**config.mk**
```make
export PLATFORM = sky130hd
export DESIGN_NAME = lsu_ctrl
export DESIGN_NICKNAME = d
export VERILOG_FILES = /design/src/rtl/rv32i_types.sv /design/src/rtl/lsu_load_align.sv /design/src/rtl/lsu_ctrl.sv
export SDC_FILE = /design/constraint.sdc
export NUM_CORES = 1
export LEC_CHECK = 0
export CAP_MARGIN = 20
export CORE_AREA = 4 4 122 124
export CTS_CLUSTER_SIZE = 16
export DETAILED_ROUTE_END_ITERATION = 16
export DIE_AREA = 0 0 126 128
export GPL_ROUTABILITY_DRIVEN = 1
export PLACE_DENSITY = 0.73
export SLEW_MARGIN = 20
export SYNTH_ARGS = -nofsm -noshare
export SYNTH_HDL_FRONTEND = slang
export SYNTH_SLANG_ARGS = --single-unit
export TNS_END_PERCENT = 5
```
**constraint.sdc**
```tcl
create_clock -name clk -period 2.9 [get_ports clk]
set_input_delay 0.87 -clock clk [delete_from_list [all_inputs] [get_ports clk]]
set_output_delay 0.87 -clock clk [all_outputs]
set_load 0.005 [all_outputs]
```
**src/rtl/rv32i_types.sv**
```systemverilog
// Shared RV32I types for the load/store unit: data word, funct3 encodings
// and the LSU controller state.
package rv32i_types;

   typedef logic [31:0] rv32i_word;

   typedef enum logic [2:0] {
      LB  = 3'b000,
      LH  = 3'b001,
      LW  = 3'b010,
      LBU = 3'b100,
      LHU = 3'b101
   } load_funct3_t;

   typedef enum logic [2:0] {
      SB = 3'b000,
      SH = 3'b001,
      SW = 3'b010
   } store_funct3_t;

   typedef enum logic [1:0] {
      IDLE  = 2'd0,
      READ  = 2'd1,
      WRITE = 2'd2,
      DONE  = 2'd3
   } lsu_state_t;

endpackage

```
**src/rtl/lsu_load_align.sv**
```systemverilog
// Combinational load formatter: picks the byte/half addressed by offset out
// of the captured memory word and sign- or zero-extends it.
module lsu_load_align
   import rv32i_types::*;
(
   input  rv32i_word   mdr,
   input  logic [1:0]  offset,
   input  logic [2:0]  funct3,
   output rv32i_word   rdata
);

   logic [7:0]  byte_sel;
   logic [15:0] half_sel;

   always_comb begin
      byte_sel = mdr[{offset, 3'b000} +: 8];
      half_sel = offset[1] ? mdr[31:16] : mdr[15:0];
      case (funct3)
         LB:      rdata = {{24{byte_sel[7]}}, byte_sel};
         LBU:     rdata = {24'h000000, byte_sel};
         LH:      rdata = {{16{half_sel[15]}}, half_sel};
         LHU:     rdata = {16'h0000, half_sel};
         // LW and, when not trapped, undefined encodings return the full word
         default: rdata = mdr;
      endcase
   end

endmodule

```
**src/rtl/lsu_ctrl.sv**
```systemverilog
// RV32I load/store controller: one outstanding access, word-aligned memory port.
// Optional LSU_MISALIGN_TRAP_EN: misaligned/undefined accesses complete with resp_err.
module lsu_ctrl
   import rv32i_types::*;
(
   input  logic        clk,
   input  logic        rst_n,
   input  logic        req_valid,
   output logic        req_ready,
   input  logic        req_we,
   input  logic [2:0]  req_funct3,
   input  logic [31:0] req_addr,
   input  logic [31:0] req_wdata,
   output logic        resp_valid,
   output logic [31:0] resp_rdata,
   output logic        resp_err,
   output logic        mem_read,
   output logic        mem_write,
   output logic [31:0] mem_address,
   output logic [31:0] mem_wdata,
   output logic [3:0]  mem_byte_enable,
   input  logic [31:0] mem_rdata,
   input  logic        mem_resp
);

   lsu_state_t state, state_next;

   logic        we_p0;
   logic [2:0]  funct3_p0;
   logic [1:0]  offset_p0;
   logic        err_p0;
   rv32i_word   mdr_p0;
   rv32i_word   mem_address_p0;
   rv32i_word   mem_wdata_p0;
   logic [3:0]  mem_be_p0;

   logic        accept;
   logic        trap;
   rv32i_word   st_wdata;
   logic [3:0]  st_be;
   rv32i_word   load_data;

`ifdef LSU_MISALIGN_TRAP_EN
   function automatic logic misaligned(input logic we, input logic [2:0] f3,
                                       input logic [1:0] off);
      logic bad;
      bad = 1'b0;
      if (we) begin
         case (f3)
            SB:      bad = 1'b0;
            SH:      bad = off[0];
            SW:      bad = |off;
            default: bad = 1'b1;
         endcase
      end else begin
         case (f3)
            LB, LBU: bad = 1'b0;
            LH, LHU: bad = off[0];
            LW:      bad = |off;
            default: bad = 1'b1;
         endcase
      end
      return bad;
   endfunction

   assign trap = misaligned(req_we, req_funct3, req_addr[1:0]);
`else
   assign trap = 1'b0;
`endif

   assign accept = req_valid && (state == IDLE);

   // Store lane steering; anything that is not SB/SH goes out as a full word
   always_comb begin
      st_wdata = req_wdata;
      st_be    = 4'b1111;
      if (req_we) begin
         case (req_funct3)
            SB: begin
               st_be    = 4'b0001 << req_addr[1:0];
               st_wdata = req_wdata << {req_addr[1:0], 3'b000};
            end
            SH: begin
               st_be    = 4'b0011 << {req_addr[1], 1'b0};
               st_wdata = req_wdata << {req_addr[1], 4'b0000};
            end
            default: ;
         endcase
      end
   end

   // Stage 0: request latched at accept, memory word latched at mem_resp
   always_ff @(posedge clk or negedge rst_n) begin
      if (!rst_n) begin
         state          <= IDLE;
         we_p0          <= 1'b0;
         funct3_p0      <= 3'b000;
         offset_p0      <= 2'b00;
         err_p0         <= 1'b0;
         mdr_p0         <= '0;
         mem_address_p0 <= '0;
         mem_wdata_p0   <= '0;
         mem_be_p0      <= 4'b0000;
      end else begin
         state <= state_next;
         if (accept) begin
            we_p0          <= req_we;
            funct3_p0      <= req_funct3;
            offset_p0      <= req_addr[1:0];
            err_p0         <= trap;
            mem_address_p0 <= trap ? '0 : {req_addr[31:2], 2'b00};
            mem_wdata_p0   <= (req_we && !trap) ? st_wdata : '0;
            mem_be_p0      <= trap ? 4'b0000 : st_be;
         end
         if ((state == READ) && mem_resp) begin
            mdr_p0 <= mem_rdata;
         end
      end
   end

   always_comb begin
      state_next = state;
      case (state)
         IDLE: begin
            if (req_valid) begin
               if (trap)        state_next = DONE;
               else if (req_we) state_next = WRITE;
               else             state_next = READ;
            end
         end
         READ:    if (mem_resp) state_next = DONE;
         WRITE:   if (mem_resp) state_next = DONE;
         DONE:    state_next = IDLE;
         default: state_next = IDLE;
      endcase
   end

   lsu_load_align u_load_align (
      .mdr    (mdr_p0),
      .offset (offset_p0),
      .funct3 (funct3_p0),
      .rdata  (load_data)
   );

   assign req_ready       = (state == IDLE);
   assign mem_read        = (state == READ);
   assign mem_write       = (state == WRITE);
   assign mem_address     = mem_address_p0;
   assign mem_wdata       = mem_wdata_p0;
   assign mem_byte_enable = mem_be_p0;
   assign resp_valid      = (state == DONE);
   assign resp_rdata      = ((state == DONE) && !we_p0 && !err_p0) ? load_data : '0;

`ifdef LSU_MISALIGN_TRAP_EN
   assign resp_err = (state == DONE) && err_p0;
`else
   assign resp_err = 1'b0;
`endif

endmodule

```
# After elaboration in Yosys (flattened, before gate mapping)
# Cells that the tools add are included.
# W data, S select, Z words.
[op_classes] add_sub_neg=0 mul=0 n_div=0 order_cmp=0 eq_ne=9 shift=5 mux=11 n_bitwise=0 n_reduce_logical=9
[op_table] op="$pmux W32 S4" count=1
[op_table] op="$mux W32" count=2
[op_table] op="$pmux W32 S2" count=1
[op_table] op="$shl A32 B5 Y32" count=2
[op_table] op="$shiftx A32 B6 Y8" count=1
[op_table] op="$mux W16" count=1
[op_table] op="$pmux W4 S2" count=1
[op_table] op="$eq A3 B1 Y1 const B" count=2
[op_table] op="$eq A3 B3 Y1 const B" count=2
[op_table] op="$logic_not A3 Y1" count=2
[op_table] op="$mux W2" count=3
[op_table] op="$pmux W2 S3" count=1
[op_table] op="$eq A2 B2 Y1 const B" count=2
[op_table] op="$mux W4" count=1
[op_table] op="$shl A1 B2 Y4 const A" count=1
[op_table] op="$shl A2 B2 Y4 const A" count=1
[op_table] op="$logic_and A1 B1 Y1" count=3
[op_table] op="$eq A2 B1 Y1 const B" count=1
[op_table] op="$logic_not A2 Y1" count=1
[op_table] op="$ne A2 B1 Y1 const B" count=1
[op_table] op="$ne A2 B2 Y1 const B" count=1
[op_table] op="$reduce_and A2 Y1" count=1
[op_table] op="$reduce_or A2 Y1" count=1
[op_table] op="$logic_not A1 Y1" count=1
[totals] ff_bits=106 latchBits=0 ram_bits=0 romBits=0 in_bits=104 out_inout_bits=105 word_cells=42 mem_count=0

# Depth between registers and ports, before layout
# Gate-level depths: netlist of the first run.
[depth] ltp_word=4 depth_mapped=8

# Hierarchy
# From an unflattened synthesis of the first run, not the netlist that was laid out.
[unflattened] hier_cells=551 area_unflattened_um2=5596.6
[by_module_without_submodules] mod="lsu_ctrl" n_inst=1 cells_per_inst=455 area_each_um2=4750.8 seq_area_each_um2=2652.5
[by_module_without_submodules] mod="lsu_load_align" n_inst=1 cells_per_inst=96 area_each_um2=845.8 seq_area_each_um2=0.0

# Worst setup path after synthesis of the first run
# Ideal clock, no wire load.
[synth_path] path_type="reg2out" start="register state[0]" end="output resp_rdata[21]" arrival_time_ns=1.711 path_slack_ns=0.319 path_stages_with_launch=8 path_buffers=3 cell_sequence="dfrtp_1 > ha_1 > and2b_2 > buf_4 > and2_1 > buf_1 > clkbuf_1 > a21o_2"
[synth_between] elab_chain_len=3
[synth_lines] item="start, declared" line="lsu_ctrl.sv:26" source="lsu_state_t state, state_next;"
[synth_lines] item="start signal, assigned" line="lsu_ctrl.sv:105" source="state <= state_next;"
[synth_lines] item="$eq A2 B2 Y1"
[synth_lines] item="named net resp_valid" line="lsu_ctrl.sv:14" source="output logic resp_valid,"
[synth_lines] item="$logic_and A1 B1 Y1" line="lsu_ctrl.sv:152" source="assign resp_rdata = ((state == DONE) && !we_p0 && !err_p0) ? load_data : '0;"
[synth_lines] item="$mux W32" line="lsu_ctrl.sv:152"
[synth_lines] item="end, declared" line="lsu_ctrl.sv:15" source="output logic [31:0] resp_rdata,"
# The timed path passes the listed nets, and every way through them passes these cells.

# Final worst setup path of the first run
[layout_path] start="register offset_p0[1]" end="output resp_rdata[12]"
[layout_between] elab_chain_len=3 word_cells_on_any_way=4 cone_classes="1 x shift; 3 x mux"
[layout_lines] item="start, declared" line="lsu_ctrl.sv:30" source="logic [1:0] offset_p0;"
[layout_lines] item="start signal, assigned" line="lsu_ctrl.sv:109" source="offset_p0 <= req_addr[1:0];"
[layout_lines] item="$shiftx A32 B6 Y8 or $mux W16 (tied branches)" line="lsu_load_align.sv:16, lsu_load_align.sv:17"
[layout_lines] item="$pmux W32 S4 (*)" line="lsu_load_align.sv:18" source="case (funct3)"
[layout_lines] item="$mux W32 (*)" line="lsu_ctrl.sv:152"
# Every way passes the cells marked *; elsewhere a longest branch is shown, timed or not.

==> results.py, run 1 <==
metrics = {
    "outcome": {
        "run_status": "finished, violations left",
        "violations": "setup timing",
    },
    "routing": {
        "ant_nets": 0,
        "drtPass1Iterations": 5,
        "wl_per_cell_um": 19.3,
        "viasPerCell": 5.45,
        "num_vias": 4911,
        "drt-total-wl_mm": 17.4,
        "drcViolationCount": 0,
        "first_iter_violations": 346,
    },
    "clock_tree": {
        "cts_max_path_buffers": 2,
        "cts_buffers": 9,
        "hold_buffers": 0,
        "clock-root-buffer": "clkbuf_16",
        "insertion_delay_ps": 350,
        "cts_tree": "yes",
        "path_clk_slew_ps": 70,
        "cts_num_sinks": 106,
        "h-tree-depth": 3,
    },
    "setup_path": {
        "crit_fanout": 4,
        "crit_type": "reg -> out",
        "reg2reg_from": "state[0]",
        "r2r_cells": 7,
        "cp_slowest_stage_delay_ps": 570,
        "r2r_slack_ps": 700,
        "crit_path_top_delay_cell": "mux4_2",
        "end_kind": "primary output",
        "crit_chain": "mux4_2, buf_4, a21oi_4, nand2_1, o211a_1, dlygate4sd2_1",
        "cp.required_ps": 2030,
        "startpoint_type": "flop",
        "critPathArrivalTime_ps": 2170,
        "r2r-end": "mem_wdata[11]",
    },
    "place": {
        "dp_hpwl_mm": 12.7,
        "io_buffers": 205,
        "place.gp.congestion": 0.873,
    },
    "timing": {
        "rsz0062_at_grt": "yes",
        "timing.final.crit_share_pct": 105,
        "slew_headroom_pct": 52.4,
        "worst_pin_slew_ps": 712,
        "setup_ws_ps": -140,
        "timing.fmax_ghz": 0.329,
        "hold_viol": 0,
        "clock_skew_ps": 6.72,
        "finalSetupTns_ps": -2190,
        "setup_viol": 22,
        "drv_slew": 0,
        "fin_crit_ps": 3040,
    },
    "power": {
        "p_sw_share_pct": 34.3,
        "power_density_nw_per_um2": 956,
        "leakagePower_nw": 3.66,
        "pwr-share-clk_pct": 14.9,
        "power_frac_seq_pct": 34.5,
        "pwr-share-comb_pct": 50.6,
        "total_power_mw": 7.92,
        "p_sw_mw": 2.72,
        "p_int_mw": 5.20,
        "ir_worst_vdd_mv": 0.401,
    },
    "global_route": {
        "grt.total_usage_pct": 21.3,
        "grt_pass1_wl_mm": 27.3,
        "grt_max_degree": 51,
        "gr-total-overflow": 0,
        "antenna_found_initial": 0,
        "grt_pass1_vias": 5156,
    },
    "synthesis": {
        "ys_types": 49,
        "synthFlopType": "dfrtp_1",
        "ys_seq_area_share_pct": 48.8,
        "synth_edf_count": 0,
        "synthTopCellsByArea": "dfrtp_1 (49%), mux2_2 (15%), o21ai_0 (5.0%), a21o_2 (2.4%), nand2_1 (2.4%)",
        "ys_ff_latch": 106,
        "synth_top_cell_by_area": "dfrtp_1",
        "synth_cells": 503,
        "syn_avg_cell_area_sq_um": 10.8,
        "yosysMostFrequentCell": "dfrtp_1",
        "synth_top_area_share_pct": 48.8,
        "synthTopCellsByCount": "dfrtp_1 (106), mux2_2 (72), o21ai_0 (54)",
        "ys_async_sr_fraction_pct": 100,
        "ys_warn_count": 0,
        "syn_area_sq_um": 5440,
    },
    "floorplanning": {
        "die_h_um": 128,
        "core_region_area_sq_um": 13800,
        "fp.dieArea_sq_um": 16100,
        "fp-row-count": 43,
        "dieWidth_um": 126,
        "boundaryPins": 209,
        "start_util_pct": 39.5,
    },
    "finish": {
        "syn_to_final_growth_pct": 52.5,
        "antenna_cells": 0,
        "nFillCells": 1161,
        "final_nets": 825,
        "drive_gt1_share_pct": 26.1,
    },
    "flow_run": {
        "cap_violations": 0,
    },
    "worst_hold_path": {
        "hold_class": "in -> async",
    },
}
==> what timing repair did <==
item,CTS,global route
gates cloned,1,1
resized for setup,90,45
pin swaps,3,4
setup buffers,5,0
setup endpoints to repair,32,32
endpoints found under the hold margin,0,0
==> layer usage <==
| layer | track usage, % | wire [um] | share of wire, % | up-vias |
|---|---|---|---|---|
| li1 | - | - | - | 2234 |
| met1 | 25.6 | 6730 | 39 | 2405 |
| met2 | 35.4 | 8690 | 50 | 237 |
| met3 | 7.04 | 1540 | 8.9 | 35 |
| met4 | 8.45 | 459 | 2.6 | 0 |
| met5 | 0 | 0 | 0 | - |
==> state kept, by name, summed over array words and instances, names as in the netlist <==
name and flops:
mem_byte_enable 4, we_p0 1, mdr_p0 32, funct3_p0 3, offset_p0 2, state 2
mem_wdata 32, mem_address 30
==> metrics by stage <==
stage | cell area [sq um] | instances | hold slack, ps | utilization, % | worst slack [ps]
after floorplan | 5440 | 505 | 463 | - | 319
after global placement | 7800 | 880 | 472 | 56.6 | 16.2
after detailed placement | 7800 | 880 | 477 | 56.6 | -1.18
after CTS | 8150 | 902 | 465 | 59.2 | -195
after global routing | 8290 | 901 | 483 | 60.2 | -193
final | 8290 | 901 | 462 | 60.2 | -140
==> worst max-delay path by stage <==
stage | from | end | slack [ps] | cells past startpoint
final | offset_p0[1] | resp_rdata[12] | -140 | 6
after floorplan | state[0] | resp_rdata[21] | 320 | 7
after global routing | offset_p0[1] | resp_rdata[12] | -190 | 6
after CTS | offset_p0[1] | resp_rdata[20] | -200 | 8
after global placement | state[0] | resp_rdata[17] | 20 | 7
after detailed placement | state[1] | resp_rdata[25] | -1 | 7
==> power groups by stage <==
| stage | sequential [mW] | combinational [mW] | clock (mW) |
|---|---|---|---|
| floorplan | 2.63 | 1.85 | 0 |
| global placement | 2.68 | 3.72 | 0 |
| detailed placement | 2.71 | 3.81 | 0 |
| CTS | 2.71 | 3.87 | 1.22 |
| global route | 2.82 | 4.33 | 1.29 |
| finish | 2.73 | 4.01 | 1.18 |
==> cell usage in the layout (no fill, tap or decap), types with 4 or more instances in the layout <==
cell type,count
nor2_1,24
buf_4,27
a32oi_1,7
a21o_4,13
o22ai_1,4
clkbuf_2,6
ha_1,4
mux2_2,69
o221a_2,5
o21ai_0,54
clkbuf_16,10
buf_6,15
inv_1,18
a221oi_1,6
clkdlybuf4s50_1,173
and3_1,9
a31oi_1,9
o21a_1,8
a22oi_1,9
dfrtp_1,103
dlygate4sd2_1,8
a22o_1,8
a21oi_1,23
buf_12,5
nand2_1,34
a21boi_0,7
==> cells by family (layout without fill, tap and decap cells) <==
| group | count (synthesis) | in the layout | share of synthesized area (%) |
|---|---|---|---|
| multiplexers | 77 | 77 | 16.5 |
| AND/OR/NAND/NOR | 87 | 87 | 7.46 |
| AO/OA/AOI/OAI | 167 | 167 | 20.9 |
| flip-flops | 106 | 106 | 48.8 |
| adder cells (fa/ha/maj) | 5 | 5 | 1.15 |
| other | 1 | 3 | 0.0690 |
| buffers and inverters | 60 | 276 | 5.06 |
==> worst max-delay path: cells and delay by family (launching register included) <==
family / cells / cell delay [ps]
mux: 1 / 570
buf+inv: 2 / 440
flops: 1 / 430
compound gates: 2 / 320
simple gates: 1 / 70
==> area by class of cell <==
| cell class | instances | area [sq um] | area share [%] |
|---|---|---|---|
| timing repair buffer | 241 | 2390 | 28.8 |
| multi-input combinational | 339 | 2660 | 32.0 |
| sequential | 106 | 2660 | 32.0 |
| clock buffer | 10 | 239 | 2.88 |
| clock inverter | 6 | 50.0 | 0.604 |
| inverter | 19 | 71.3 | 0.860 |
| tap | 180 | 225 | 2.72 |
No activity file was read; power rests on OpenSTA's default activity.
==> run 2, diff against run 1 <==
--- a/config.mk
+++ b/config.mk
@@ -12,6 +12,7 @@
 export DIE_AREA = 0 0 126 128
 export GPL_ROUTABILITY_DRIVEN = 1
 export PLACE_DENSITY = 0.73
+export SETUP_SLACK_MARGIN = 0.5
 export SLEW_MARGIN = 20
 export SYNTH_ARGS = -nofsm -noshare
 export SYNTH_HDL_FRONTEND = slang
==> run 2 against run 1 <==
Compared with the run above: the flow still finishes with violations (setup timing); power is 1.7% higher; maximum frequency rose by 3.1%; core utilization is 0.18 points higher; combinational power increased by 3%; critical path type unchanged; highest routed layer unchanged.
==> results.py, run 2 (synthesized netlist as in run 1, its figures left out) <==
metrics = {
    "flow_run": {
        "cap_violations": 0,
    },
    "power": {
        "leakagePower_nw": 3.67,
        "power_density_nw_per_um2": 969,
        "ir_worst_vdd_mv": 0.564,
    },
    "routing": {
        "ant_nets": 0,
        "drt-total-wl_mm": 17.4,
        "viasPerCell": 5.37,
        "num_vias": 4873,
        "first_iter_violations": 285,
        "drtPass1Iterations": 5,
        "drcViolationCount": 0,
        "wl_per_cell_um": 19.2,
    },
    "floorplanning": {
        "start_util_pct": 39.5,
        "core_region_area_sq_um": 13800,
        "dieWidth_um": 126,
        "die_h_um": 128,
        "boundaryPins": 209,
        "fp-row-count": 43,
        "fp.dieArea_sq_um": 16100,
    },
    "global_route": {
        "antenna_found_initial": 0,
        "grt.total_usage_pct": 21.5,
        "grt_max_degree": 64,
        "grt_pass1_wl_mm": 27.7,
        "grt_pass1_vias": 5216,
        "gr-total-overflow": 0,
    },
    "setup_path": {
        "critPathArrivalTime_ps": 2080,
        "reg2reg_from": "state[0]",
        "crit_type": "reg -> out",
        "cp.required_ps": 2030,
        "startpoint_type": "flop",
        "cp-startpoint": "offset_p0[1]",
        "end_kind": "primary output",
        "endpoint": "resp_rdata[22]",
        "r2r-end": "mem_wdata[4]",
        "r2r_cells": 8,
        "crit_fanout": 8,
        "r2r_slack_ps": 890,
    },
    "place": {
        "post-place-ws_ps": 11.5,
        "dp_hpwl_mm": 12.9,
        "io_buffers": 205,
        "postPlaceCellArea_sq_um": 7830,
        "place.gp.congestion": 0.873,
    },
    "finish": {
        "mostFrequentLayoutCells": "clkdlybuf4s50_1 (168), dfrtp_1 (105), mux2_2 (68)",
        "final_common_cell": "clkdlybuf4s50_1",
        "nFillCells": 1141,
        "syn_to_final_growth_pct": 53.0,
        "antenna_cells": 0,
        "final_nets": 831,
        "multi_input_area_sq_um": 2620,
        "fin_util_pct": 60.4,
        "finish.instance_area_sq_um": 8310,
        "regArea_sq_um": 2650,
        "drive_gt1_share_pct": 28.2,
    },
    "timing": {
        "holdWs_ps": 328,
        "finalSetupTns_ps": -669,
        "rsz0062_at_grt": "yes",
        "setup_viol": 16,
        "slew_headroom_pct": 61.9,
        "timing.fmax_ghz": 0.339,
        "hold_viol": 0,
        "clock_skew_ps": 7.92,
        "drv_slew": 0,
        "setup_ws_ps": -49.6,
        "worst_pin_slew_ps": 569,
        "fin_crit_ps": 2950,
        "timing.final.crit_share_pct": 102,
    },
    "clock_tree": {
        "insertion_delay_ps": 350,
        "cts_max_path_buffers": 2,
        "path_clk_slew_ps": 70,
        "clock-root-buffer": "clkbuf_16",
        "cts_buffers": 9,
        "h-tree-depth": 3,
        "cts_num_sinks": 106,
        "cts_tree": "yes",
    },
    "outcome": {
        "violations": "setup timing",
        "run_status": "finished, violations left",
    },
    "worst_hold_path": {
        "hold_class": "in -> async",
    },
}
run 2: cell count changes in the layout (fill, tap and decap cells not counted), sizes merged:
| cell | previous run | this run |
|---|---|---|
| dlymetal6s2s | 3 | 0 |
| bufinv | 0 | 1 |
| bufbuf | 0 | 1 |
| clkdlybuf4s50 | 173 | 168 |
| buf | 50 | 66 |
| clkbuf | 17 | 9 |
| clkinv | 4 | 6 |
| inv | 20 | 18 |
| clkdlybuf4s15 | 0 | 4 |
run 2: per-layer routing:
metal	GRT usage, %	wire [um]
met2	36.5	8610
met4	7.19	477
met3	7.12	1400
met1	25.7	6940
met5	0	0
run 2: power breakdown:
| group | total, mW | leakage, nW | switching, mW | internal [mW] |
|---|---|---|---|---|
| registers | 2.71 | 1.29 | 0.519 | 2.19 |
| logic | 4.13 | 2.24 | 1.68 | 2.45 |
| clock network | 1.22 | 0.145 | 0.550 | 0.668 |
run 2: worst min path at each step:
stage / slack [ps] / to / cells after the start
detailed placement: 480 / mem_wdata[19] / 2
CTS: 310 / mdr_p0[28] / 1
global placement: 470 / mem_wdata[16] / 2
floorplan: 460 / we_p0 / 2
finish: 330 / mdr_p0[24] / 1
global route: 310 / mdr_p0[28] / 1
run 2: metrics by stage:
step	std cells	power, mW
after floorplan	505	4.48
after global placement	882	6.46
after detailed placement	882	6.58
after CTS	907	7.99
after global routing	907	8.57
final	907	8.05
run 2: critical path, stage by stage (launching register included):
cell and delay, ps:
dfrtp_1 370, mux4_2 590, nor2_4 150, a211oi_4 60
buf_6 140, buf_12 120, a21o_2 190, buf_6 110
run 2: layout make-up:
cell class	count	area share, %
well taps	180	2.71
flip-flops and latches	106	31.9
multi-input cells	339	31.5
clock inverters	7	0.843
inverters	19	0.858
clock buffers	9	2.71
repair buffers	247	29.5
run 2: repair_timing:
action,CTS,global route
setup buffers,7,0
cloned,2,0
hold buffers,0,0
setup endpoints to repair,35,35
pin swaps,8,4
gates resized for setup,132,25
==> run 3, diff against run 2 <==
--- a/config.mk
+++ b/config.mk
@@ -11,7 +11,7 @@
 export DETAILED_ROUTE_END_ITERATION = 16
 export DIE_AREA = 0 0 126 128
 export GPL_ROUTABILITY_DRIVEN = 1
-export PLACE_DENSITY = 0.73
+export PLACE_DENSITY_LB_ADDON = 0.08
 export SETUP_SLACK_MARGIN = 0.5
 export SLEW_MARGIN = 20
 export SYNTH_ARGS = -nofsm -noshare
==> run 3 against run 2 <==
Compared with the run above: the flow still finishes with violations (setup timing); global-route usage fell by 0.52 points; core utilization rose by 1.0 points; count of clock-buffer cells in the layout did not move; non-clock buffer count rose by 4; wire length fell by 1.4%; via count fell by 0.14%; sequential share of layout area fell by 0.54 points; critical path depth did not move; power rose by 3.5%; sequential cell count did not move; critical path type unchanged; critical endpoint is now resp_rdata[18]; largest cell class is now multi-input combinational cells; largest power group unchanged.
==> results.py, run 3 (synthesized netlist as in run 1, its figures left out) <==
metrics = {
    "outcome": {
        "run_status": "finished, violations left",
        "violations": "setup timing",
    },
    "clock_tree": {
        "clock-root-buffer": "clkbuf_16",
        "cts_max_path_buffers": 2,
        "cts_num_sinks": 106,
        "cts_tree": "yes",
        "insertion_delay_ps": 350,
        "path_clk_slew_ps": 70,
        "h-tree-depth": 3,
        "cts_buffers": 9,
    },
    "power": {
        "ir_worst_vdd_mv": 0.429,
        "p_int_mw": 5.56,
        "pwr-share-comb_pct": 50.6,
        "p_sw_mw": 2.77,
        "leakagePower_nw": 3.73,
        "power_frac_seq_pct": 32.1,
        "pwr-share-clk_pct": 17.3,
        "p_sw_share_pct": 33.2,
        "power_density_nw_per_um2": 985,
        "total_power_mw": 8.33,
    },
    "timing": {
        "hold_viol": 0,
        "setup_ws_ps": -82.7,
        "rsz0062_at_grt": "yes",
        "setup_viol": 16,
        "fin_crit_ps": 2980,
        "worst_pin_slew_ps": 597,
        "finalSetupTns_ps": -1090,
        "drv_slew": 0,
        "timing.final.crit_share_pct": 103,
        "slew_headroom_pct": 60.2,
        "timing.fmax_ghz": 0.335,
        "clock_skew_ps": 5.99,
    },
    "flow_run": {
        "cap_violations": 0,
    },
    "finish": {
        "antenna_cells": 0,
        "fin_util_pct": 61.4,
        "nFillCells": 1153,
        "final_cells": 911,
        "final_nets": 835,
        "syn_to_final_growth_pct": 55.6,
        "drive_gt1_share_pct": 29.5,
        "final_common_cell": "clkdlybuf4s50_1",
        "regArea_sq_um": 2650,
        "multi_input_area_sq_um": 2660,
        "mostFrequentLayoutCells": "clkdlybuf4s50_1 (168), dfrtp_1 (105), mux2_2 (67)",
    },
    "global_route": {
        "grt_pass1_vias": 5053,
        "gr-total-overflow": 0,
        "grt_use_met3_pct": 5.88,
        "met1_usage_pct": 26.0,
        "grt_max_degree": 51,
        "met2_usage_pct": 34.6,
        "grt_pass1_wl_mm": 27.0,
        "grt.total_usage_pct": 21.0,
        "antenna_found_initial": 0,
        "grt-busiest-layer": "met2",
    },
    "setup_path": {
        "r2r-end": "mem_wdata[11]",
        "end_kind": "primary output",
        "cp.required_ps": 2030,
        "crit_path_top_delay_cell": "mux4_2",
        "reg2reg_from": "state[0]",
        "critPathArrivalTime_ps": 2110,
        "crit_chain": "mux4_2, nor2_4, a211oi_4, buf_4, buf_12, a21o_2, buf_6",
        "r2r_cells": 9,
        "r2r_slack_ps": 890,
        "crit_type": "reg -> out",
        "path_buf_inv": 3,
        "startpoint_type": "flop",
        "crit_fanout": 8,
        "crit_family": "multiplexers",
        "cp_slowest_stage_delay_ps": 570,
    },
    "floorplanning": {
        "core_region_area_sq_um": 13800,
        "start_util_pct": 39.5,
        "fp-row-count": 43,
        "die_h_um": 128,
        "dieWidth_um": 126,
        "fp.dieArea_sq_um": 16100,
        "boundaryPins": 209,
    },
    "place": {
        "post-place-ws_ps": 37.4,
        "place_inst": 883,
        "place.gp.congestion": 0.846,
        "io_buffers": 205,
        "dp_hpwl_mm": 12.4,
    },
    "routing": {
        "drtPass1Iterations": 4,
        "drcViolationCount": 0,
        "first_iter_violations": 270,
        "num_vias": 4866,
        "wl_per_cell_um": 18.9,
        "ant_nets": 0,
        "viasPerCell": 5.34,
        "drt-total-wl_mm": 17.2,
    },
    "worst_hold_path": {
        "hold_class": "reg -> reg",
        "hold_path_end": "mem_wdata[21]",
        "hp-start": "mem_wdata[21]",
        "hold-path-cell-count": 2,
    },
}
-- run 3: final cells by class --
cell class	count	area share, %
Inverter	19	0.843
Sequential cell	106	31.4
Multi-Input combinational cell	339	31.5
Clock inverter	7	1.49
Timing Repair Buffer	251	29.5
Tap cell	180	2.66
Clock buffer	9	2.66
-- run 3: worst min-delay path, cell delays in order, from the launching register on --
cell	delay, ps
dfrtp_1	350
nand2_1	50
o21ai_0	60
-- run 3: worst max path at each step --
stage / start / to / cells after the start
final: offset_p0[1] / resp_rdata[18] / 7
after floorplan: state[1] / resp_rdata[29] / 7
after CTS: offset_p0[1] / resp_rdata[16] / 7
after global routing: offset_p0[1] / resp_rdata[26] / 7
after global placement: state[1] / resp_rdata[27] / 7
after detailed placement: state[0] / resp_rdata[20] / 5
-- run 3: power by group through the flow --
stage	clock (mW)	sequential (mW)	combinational [mW]
2_1_floorplan	0	2.63	1.85
3_3_place_gp	0	2.64	3.79
3_5_place_dp	0	2.67	3.87
4_1_cts	1.48	2.67	4.10
5_1_grt	1.53	2.76	4.54
6_report	1.44	2.67	4.22
-- run 3: timing repair --
action                                  4_1_cts  5_1_grt
hold endpoints to repair                      0        0
gates resized for setup                     149       37
gates cloned                                  2        0
hold buffers                                  0        0
buffers inserted                              9        1
endpoints found under the setup margin       35       39
pin swaps                                     9       14
-- run 3: per-layer routing --
layer | up-vias | wire length (um)
met3 | 25 | 1270
met1 | 2376 | 7030
li1 | 2265 | -
met5 | - | 0
met2 | 200 | 8500
met4 | 0 | 393
-- run 3: stage by stage --
stage                     instance area (sq um)  hold WS [ps]
after detailed placement                   7850           473
after global placement                     7850           471
after floorplan                            5450           463
final                                      8460           485
after global routing                       8460           519
after CTS                                  8370           492
